File: config.mk
export PLATFORM = sky130hd
export DESIGN_NAME = mult_div_unit
export DESIGN_NICKNAME = d
export VERILOG_FILES = /design/src/rtl/mips_pkg.sv /design/src/rtl/md_step.sv /design/src/rtl/mult_div_unit.sv
export SDC_FILE = /design/constraint.sdc
export NUM_CORES = 1
export LEC_CHECK = 0
export ABC_AREA = 1
export CAP_MARGIN = 15
export CORE_MARGIN = 2
export CORE_UTILIZATION = 34
export DETAILED_ROUTE_END_ITERATION = 10
export PLACE_DENSITY = 0.52
export RECOVER_POWER = 100
export SLEW_MARGIN = 20
export SYNTH_ARGS = -nofsm -noshare
export SYNTH_HDL_FRONTEND = slang
export SYNTH_SLANG_ARGS = --single-unit
File: constraint.sdc
create_clock -name clk -period 2.6 [get_ports clk]
set_input_delay 0.39 -clock clk [delete_from_list [all_inputs] [get_ports clk]]
set_output_delay 0.39 -clock clk [all_outputs]
set_load 0.05 [all_outputs]
File: src/rtl/mips_pkg.sv
// Shared definitions for the HI/LO multiply/divide unit: op encodings, FSM states, widths.
package mips_pkg;

    localparam int MD_WIDTH = 32;

    localparam logic [1:0] MD_MULTU = 2'b00;
    localparam logic [1:0] MD_MULT  = 2'b01;
    localparam logic [1:0] MD_DIVU  = 2'b10;
    localparam logic [1:0] MD_DIV   = 2'b11;

    typedef enum logic [1:0] {
        IDLE = 2'b00,
        RUN  = 2'b01,
        FIX  = 2'b10
    } md_state_t;

endpackage

File: src/rtl/md_step.sv
// One iteration of the multiply (add/shift right) or restoring divide (subtract/shift left) datapath.
import mips_pkg::*;

module md_step #(
    parameter int WIDTH = MD_WIDTH
) (
    input  logic             is_div,
    input  logic [WIDTH-1:0] acc_in,
    input  logic [WIDTH-1:0] low_in,
    input  logic [WIDTH-1:0] opnd,
    output logic [WIDTH-1:0] acc_out,
    output logic [WIDTH-1:0] low_out
);

    logic [WIDTH:0]   sum;
    logic [WIDTH:0]   shifted;
    logic [WIDTH+1:0] diff;

    always_comb begin
        sum     = {1'b0, acc_in} + (low_in[0] ? {1'b0, opnd} : '0);
        shifted = {acc_in, low_in[WIDTH-1]};
        diff    = {1'b0, shifted} - {2'b00, opnd};
        acc_out = '0;
        low_out = '0;
        if (is_div) begin
            // a non-negative difference always fits in WIDTH bits since rem < divisor
            if (diff[WIDTH+1:WIDTH] == 2'b00) begin
                acc_out = diff[WIDTH-1:0];
                low_out = {low_in[WIDTH-2:0], 1'b1};
            end else begin
                acc_out = shifted[WIDTH-1:0];
                low_out = {low_in[WIDTH-2:0], 1'b0};
            end
        end else begin
            acc_out = sum[WIDTH:1];
            low_out = {sum[0], low_in[WIDTH-1:1]};
        end
    end

endmodule

File: src/rtl/mult_div_unit.sv
// Iterative HI/LO multiply/divide unit: magnitude datapath for WIDTH cycles, then one sign-fix cycle.
//  state | meaning
//  IDLE  | waiting for start; MTHI/MTLO accepted here
//  RUN   | one shift/add or shift/subtract per cycle, WIDTH cycles
//  FIX   | sign-correct and write hi/lo, pulse done
import mips_pkg::*;

module mult_div_unit #(
    parameter int WIDTH = MD_WIDTH,
    parameter int CNT_W = 6
) (
    input  logic             clk,
    input  logic             rst_n,
    input  logic             start,
    input  logic [1:0]       op,
    input  logic [WIDTH-1:0] a,
    input  logic [WIDTH-1:0] b,
    input  logic             mthi,
    input  logic             mtlo,
    output logic             busy,
    output logic             done,
    output logic [WIDTH-1:0] hi,
    output logic [WIDTH-1:0] lo
);

    md_state_t        state;
    logic [CNT_W-1:0] cnt;
    logic             is_div;
    logic             neg_q;
    logic             neg_r;
    logic [WIDTH-1:0] acc;
    logic [WIDTH-1:0] low;
    logic [WIDTH-1:0] opnd;

    logic [WIDTH-1:0]   a_mag;
    logic [WIDTH-1:0]   b_mag;
    logic [WIDTH-1:0]   step_acc;
    logic [WIDTH-1:0]   step_low;
    logic [2*WIDTH-1:0] prod_fix;
    logic [WIDTH-1:0]   hi_fix;
    logic [WIDTH-1:0]   lo_fix;

    md_step #(.WIDTH(WIDTH)) u_step (
        .is_div  (is_div),
        .acc_in  (acc),
        .low_in  (low),
        .opnd    (opnd),
        .acc_out (step_acc),
        .low_out (step_low)
    );

    always_comb begin
        a_mag    = (op[0] && a[WIDTH-1]) ? -a : a;
        b_mag    = (op[0] && b[WIDTH-1]) ? -b : b;
        prod_fix = neg_q ? -{acc, low} : {acc, low};
        if (is_div) begin
            hi_fix = neg_r ? -acc : acc;
            // divide by zero: restoring loop leaves rem = dividend, quotient forced to all ones
            lo_fix = (opnd == '0) ? '1 : (neg_q ? -low : low);
        end else begin
            hi_fix = prod_fix[2*WIDTH-1:WIDTH];
            lo_fix = prod_fix[WIDTH-1:0];
        end
    end

    always_ff @(posedge clk or negedge rst_n) begin
        if (!rst_n) begin
            state  <= IDLE;
            cnt    <= '0;
            is_div <= 1'b0;
            neg_q  <= 1'b0;
            neg_r  <= 1'b0;
            acc    <= '0;
            low    <= '0;
            opnd   <= '0;
            busy   <= 1'b0;
            done   <= 1'b0;
            hi     <= '0;
            lo     <= '0;
        end else begin
            done <= 1'b0;
            case (state)
                IDLE: begin
                    if (start) begin
                        state  <= RUN;
                        busy   <= 1'b1;
                        cnt    <= '0;
                        is_div <= op[1];
                        neg_q  <= op[0] & (a[WIDTH-1] ^ b[WIDTH-1]);
                        neg_r  <= op[0] & a[WIDTH-1];
                        acc    <= '0;
                        low    <= op[1] ? a_mag : b_mag;
                        opnd   <= op[1] ? b_mag : a_mag;
                    end else begin
                        if (mthi) hi <= a;
                        if (mtlo) lo <= a;
                    end
                end
                RUN: begin
                    acc <= step_acc;
                    low <= step_low;
                    cnt <= cnt + 1'b1;
                    if (cnt == CNT_W'(WIDTH - 1)) state <= FIX;
                end
                FIX: begin
                    hi    <= hi_fix;
                    lo    <= lo_fix;
                    busy  <= 1'b0;
                    done  <= 1'b1;
                    cnt   <= '0;
                    state <= IDLE;
                end
                default: state <= IDLE;
            endcase
        end
    end

endmodule

==> results.ini, run 1 <==
[status]
status = finished, violations left
violations = negative setup slack

[cts]
cts_sinks = 173
clk_latency_ns = 0.50
ctsLongestPathBuffers = 2
cts_tree = built
cts_root_buf = clkbuf_16
clk_pin_slew_ns = 0.09
cts.htree.levels = 4
cts_made_buffers = 17

[worst_setup_path]
crit_chain = inv_1 -> clkbuf_1 -> nand4_1 -> nor4_1 -> nand4_1 -> buf_4 -> nand3_1 -> a21oi_1 -> o21ai_0
cp-start-kind = flip-flop
cpMostUsedCell = nand4_1
reg2regPathDepth = 9
timing.critical_path.buf_inv = 3
reg2reg_slack_ns = -0.11
reg2reg_to = lo[15]
slowest_delay_ns = 0.83
path_max_fanout = 7
critPathKind = reg2reg
worstPathArrival_ns = 3.11
worstSetupEndpointType = flip-flop
worstReg2RegStart = opnd[28]
required_ns = 3.00
slowest_stage = nor4_1
crit_family = simple AND/OR/NAND/NOR gates

[routing]
firstDrtPassIters = 6
detail_route.vias_per_cell = 5.42
drt_iter0_markers = 2351
drtAntennaViolNets = 0
wl_um = 95600
post_drt_wl_per_cell_um = 23.0
vias = 22500
drcViolationCount = 0

[synth]
yosysTopAreaCellShare = 0.243
dominantRegCellSynth = dfrtp_1
synth_area_leaders = dfrtp_1, nand2_1, nand3_1
yosysMostFrequentCell = nand2_1
synth_cell_types = 56
ys_seq_elements = 173
synth_common_cells = nand2_1, inv_1, nor2_1
yosysSeqAreaShare = 0.243
yosysTopAreaCell = dfrtp_1
netlist_area_mm2 = 0.0178
syn_inst = 2991
ys_async_sr_fraction = 1.00
synth_edf_count = 0
synth_fp_nets = 3133
ys_warn_count = 0
avgSynthCellArea_um2 = 5.95

[sta]
slew-limit-headroom = 0.143
skew_ns = 0.0221
setup_viol = 21
period_minus_slack_ns = 2.71
max_freq_ghz = 0.369
rsz0062_at_grt = yes
setup_ws_ns = -0.109
hold_violations = 0
worst_pin_slew_ns = 1.28
post-route-period-util = 1.04
maxSlewViolCount = 0

[floorplanning]
initial_core_util = 0.346
rows = 83
fp.coreArea_mm2 = 0.0515
dieArea_mm2 = 0.0542
die_y_um = 233
num_io_pins = 137
chipWidth_um = 233

[hold_path]
hold_class = reg2reg
hp-start = busy
hold-path-endpoint = busy
min_path_cells = 2

[grt]
grt_start_max_net_pins = 56
grt_pass1_wl_um = 139000
track_usage = 0.350
antenna_found_initial = 0
gr-total-overflow = 0
grt_pass1_vias = 21700

[power]
ir_worst_vdd_v = 0.000914
power-per-cell-area_mw_per_mm2 = 1560
cellLeakagePower_nw = 12.1
power.total_mw = 38.1

[placement]
portBuffers = 136
dp_cells = 4103
gp_congestion = 1.06
hpwlAfterDp_um = 78900

[run]
max_cap_viol_count = 0

[layout]
area_delta_synth_final_pct = 36.9
final_layout_size_suffix_gt1_frac = 0.196
stdcell_count = 4155
num-nets-final = 3604
antennaDiodeCount = 0

[placed cells by master (no fill, tap or decap), types with 37 or more instances in the layout]
cell | synthesis | layout
a21oi_1 | 152 | 130
a2bb2oi_1 | 37 | 37
buf_4 | 0 | 371
clkdlybuf4s50_1 | 0 | 67
dfrtp_1 | 173 | 168
dlygate4sd3_1 | 0 | 69
inv_1 | 380 | 360
nand2_1 | 901 | 864
nand2_2 | 11 | 43
nand3_1 | 291 | 275
nand4_1 | 56 | 56
nor2_1 | 351 | 323
o21ai_0 | 176 | 159
xor2_1 | 47 | 45
[how the worst max path moves through the flow]
stage,end,cells past startpoint,start
after floorplan,acc[11],19,low[31]
after global placement,acc[26],15,opnd[19]
after detailed placement,low[22],13,a[0]
after CTS,acc[24],15,low[0]
after global routing,acc[25],21,low[0]
final,lo[15],9,opnd[28]
[per-stage QoR]
stage | hold slack [ns] | instance area (um^2) | setup WS (ns) | util | setup TNS, ns
2_1_floorplan | 0.0944 | 17800 | 0.0745 | - | 0
3_3_place_gp | 0.335 | 22800 | -0.173 | 0.442 | -1.76
3_5_place_dp | 0.337 | 22800 | -0.164 | 0.442 | -2.01
4_1_cts | 0.360 | 23600 | -0.0125 | 0.458 | -0.0430
5_1_grt | 0.509 | 24400 | -0.139 | 0.473 | -3.29
6_report | 0.477 | 24400 | -0.109 | 0.473 | -0.707
[power by group]
part,internal [mW],switching [mW],total (mW),leakage [nW]
clock network,1.28,1.35,2.63,0.274
logic,11.3,18.7,30.0,9.78
registers,4.03,1.39,5.42,2.06
total,16.6,21.5,38.1,12.1
[registers in the layout, summed over array words and instances (netlist names), 2 cells and up]
register and flops:
state 2, opnd 32, acc 32, cnt 6, lo 32, hi 32, low 32
[tightest hold or removal path: stages, from the launching register on]
cell,delay (ns)
dfrtp_1,0.35
nand2_1,0.05
nand2_1,0.05
[timing repair]
item                                    CTS  global route
pin swaps                                 7            41
endpoints found under the setup margin   16            65
cloned                                    2             0
gates resized for setup                  48           193
endpoints found under the hold margin    33             0
hold buffers                              1             0
buffers inserted                          3            14
[layout make-up]
type                            instances  area, um^2
Clock buffer                           18         439
Timing Repair Buffer                  550        4600
Tap cell                              680         851
Fill cell                            5554       27100
Clock inverter                         14         129
Multi-Input combinational cell       2328       12500
Inverter                              392        1480
Sequential cell                       173        4340
[routing by layer]
layer | GRT usage | vias to the layer above | wire [um]
met5 | 0 | - | 0
met4 | 0.164 | 0 | 4930
met3 | 0.0681 | 161 | 7350
met2 | 0.555 | 975 | 42700
met1 | 0.457 | 10700 | 40700
li1 | - | 10700 | -
[cell families after synthesis]
logic type	Yosys count	share of synthesized area
buffers and inverters	491	0.106
adder cells (fa/ha/maj)	71	0.0508
XOR/XNOR	69	0.0340
AND/OR/NAND/NOR	1712	0.410
AO/OA/AOI/OAI	475	0.156
flip-flops	173	0.243
(Power assumes the default switching activity.)
==> run 2: changes to the inputs <==
--- a/config.mk
+++ b/config.mk
@@ -12,6 +12,7 @@
 export DETAILED_ROUTE_END_ITERATION = 10
 export PLACE_DENSITY = 0.52
 export RECOVER_POWER = 100
+export SKIP_LAST_GASP = 1
 export SLEW_MARGIN = 20
 export SYNTH_ARGS = -nofsm -noshare
 export SYNTH_HDL_FRONTEND = slang
==> run 2 against run 1 <==
  * The run still ends with negative setup slack left
  * Routed wire length about the same
  * Sequential power barely moved
  * Critical path depth did not move
  * Clock skew down 0.0012 ns
  * Clock power about the same
  * First-iteration DRC count down 7.4%
  * Setup slack worse by 0.0059 ns
  * Core utilization shrank 0.051 points
  * Maximum frequency fell by 0.22%
  * Largest power group unchanged
  * Highest routed layer unchanged
==> results.ini, run 2 (synthesized netlist as in run 1, its figures left out) <==
[floorplanning]
initial_core_util = 0.346  ; unchanged
num_io_pins = 137  ; unchanged
chipWidth_um = 233  ; unchanged
dieArea_mm2 = 0.0542  ; unchanged
die_y_um = 233  ; unchanged
rows = 83  ; unchanged
fp.coreArea_mm2 = 0.0515  ; unchanged

[layout]
mostFrequentLayoutCell = nand2_1
area_delta_synth_final_pct = 36.8
final_cell_area_mm2 = 0.0243  ; -0.11%
final_layout_size_suffix_gt1_frac = 0.193  ; -0.00305
final_cell_mix = nand2_1, buf_4, inv_1
stdcell_count = 4153  ; -0.048%
antennaDiodeCount = 0  ; unchanged
num-nets-final = 3602  ; -0.055%

[placement]
place_area_mm2 = 0.0228  ; unchanged
portBuffers = 136  ; unchanged
hpwlAfterDp_um = 78900  ; unchanged
dp_cells = 4103  ; unchanged
post-place-ws_ns = -0.164  ; unchanged
gp_congestion = 1.06  ; unchanged

[status]
status = finished, violations left
violations = negative setup slack

[cts]
cts_sinks = 173  ; unchanged
cts_tree = built
clk_pin_slew_ns = 0.09  ; about the same
cts_made_buffers = 17  ; unchanged
clk_latency_ns = 0.50  ; about the same
ctsLongestPathBuffers = 2  ; unchanged
cts_root_buf = clkbuf_16
cts.htree.levels = 4  ; unchanged

[grt]
grt_start_max_net_pins = 56  ; unchanged
grt_pass1_vias = 21700  ; -0.037%
grt_pass1_wl_um = 138000  ; about the same
antenna_found_initial = 0  ; unchanged
track_usage = 0.350  ; about the same
gr-total-overflow = 0  ; unchanged

[routing]
vias = 22500  ; -0.22%
drt_iter0_markers = 2178  ; -7.4%
detail_route.vias_per_cell = 5.41  ; -0.17%
wl_um = 95600  ; about the same
drcViolationCount = 0  ; unchanged
post_drt_wl_per_cell_um = 23.0  ; about the same
drtAntennaViolNets = 0  ; unchanged
firstDrtPassIters = 6  ; unchanged

[sta]
skew_ns = 0.0209  ; -0.00116 ns
hold_violations = 0  ; unchanged
setup_ws_ns = -0.114  ; -0.00586 ns
max_freq_ghz = 0.368  ; -0.22%
worst_pin_slew_ns = 1.29  ; +0.00348 ns
slew-limit-headroom = 0.141  ; -0.00232
rsz0062_at_grt = yes
maxSlewViolCount = 0  ; unchanged
post-route-period-util = 1.04  ; +0.00225
period_minus_slack_ns = 2.71  ; +0.00585 ns
setup_viol = 25  ; +19%
fin_worst_hold_slack_ns = 0.478  ; +0.00151 ns

[power]
power.total_mw = 38.0  ; -0.24%
cellLeakagePower_nw = 12.1  ; -0.24%
p_int_mw = 16.6  ; -0.11%
seqPwrFrac = 0.143  ; about the same
combPwrFrac = 0.788  ; about the same
power-per-cell-area_mw_per_mm2 = 1560  ; -0.13%
p_sw_frac = 0.563  ; about the same
clockPowerShare = 0.069  ; about the same
power_switching_mw = 21.4  ; -0.33%
ir_worst_vdd_v = 0.000899  ; -1.6%

[worst_setup_path]
cp-start-kind = flip-flop
path_max_fanout = 7  ; unchanged
worstSetupEndpointType = flip-flop
required_ns = 3.00  ; about the same
critPathKind = reg2reg
worstPathArrival_ns = 3.12  ; about the same

[run]
max_cap_viol_count = 0  ; unchanged

[hold_path]
hold_class = reg2reg

==> run 2: cell count changes in the layout (fill, tap and decap cells not counted), moves of 2 or more <==
cell | before | now
ha_2 | 8 | 6
ha_4 | 29 | 31
inv_1 | 360 | 364
inv_2 | 24 | 20
nor2_1 | 323 | 326
nor2_2 | 30 | 28
==> run 2: final cells by class <==
class                           count  area [um^2]
Fill cell                        5558        27200
Multi-Input combinational cell   2328        12500
Timing Repair Buffer              548         4580
Sequential cell                   173         4340
Inverter                          392         1480
Tap cell                          680          851
Clock buffer                       18          439
Clock inverter                     14          129
==> run 2: power by group through the flow <==
stage	combinational (mW)	clock [mW]	sequential [mW]
after floorplan	13.6	0	6.71
after global placement	27.9	0	5.40
after detailed placement	28.0	0	5.41
after CTS	28.4	2.67	5.38
after global routing	32.1	2.78	5.54
final	29.9	2.64	5.43
==> run 2: repair_timing <==
item                                   CTS  global route
endpoints found under the hold margin   33             0
setup endpoints to repair               16            67
setup buffers                            3            12
hold buffers                             1             0
pin swaps                                6            41
gates resized for setup                 42           186
gates cloned                             2             0
==> run 2: critical path: stages (launching register included) <==
cell and delay [ns]:
dfrtp_1 0.42, inv_1 0.10, clkbuf_1 0.18, nand4_1 0.13, nor4_1 0.85, nand4_1 0.26
buf_4 0.28, nand3_1 0.11, a21oi_1 0.10, o21ai_0 0.18
==> run 2: layer usage <==
metal | wire (um) | track usage | part of all wire | up-vias
met1 | 41100 | 0.457 | 0.43 | 10700
met3 | 6940 | 0.0668 | 0.073 | 167
met4 | 5030 | 0.166 | 0.053 | 0
met5 | 0 | 0 | 0 | -
met2 | 42500 | 0.554 | 0.44 | 940
li1 | - | - | - | 10700
==> run 2: worst paths after layout <==
check	cells after the start	startpoint	slack, ns	end
max	9	opnd[28]	-0.11	lo[15]
min	2	busy	0.48	busy
max reg2reg	9	opnd[28]	-0.11	lo[15]
min reg2reg	2	busy	0.48	busy
max in group asynchronous	3	rst_n	0.39	low[0]
min in group asynchronous	2	rst_n	0.63	cnt[0]
==> run 2: metrics by stage <==
step	TNS, ns	utilization
6_report	-1.05	0.473
5_1_grt	-3.48	0.473
4_1_cts	-0.161	0.457
3_5_place_dp	-2.01	0.442
3_3_place_gp	-1.76	0.442
2_1_floorplan	0	-
==> run 3: changes to the inputs <==
--- a/config.mk
+++ b/config.mk
@@ -10,6 +10,7 @@
 export CORE_MARGIN = 2
 export CORE_UTILIZATION = 34
 export DETAILED_ROUTE_END_ITERATION = 10
+export HOLD_SLACK_MARGIN = 0.06
 export PLACE_DENSITY = 0.52
 export RECOVER_POWER = 100
 export SKIP_LAST_GASP = 1
==> results of run 3 <==
Same layout as run 2: the final DEF is identical, and so are final timing and power.
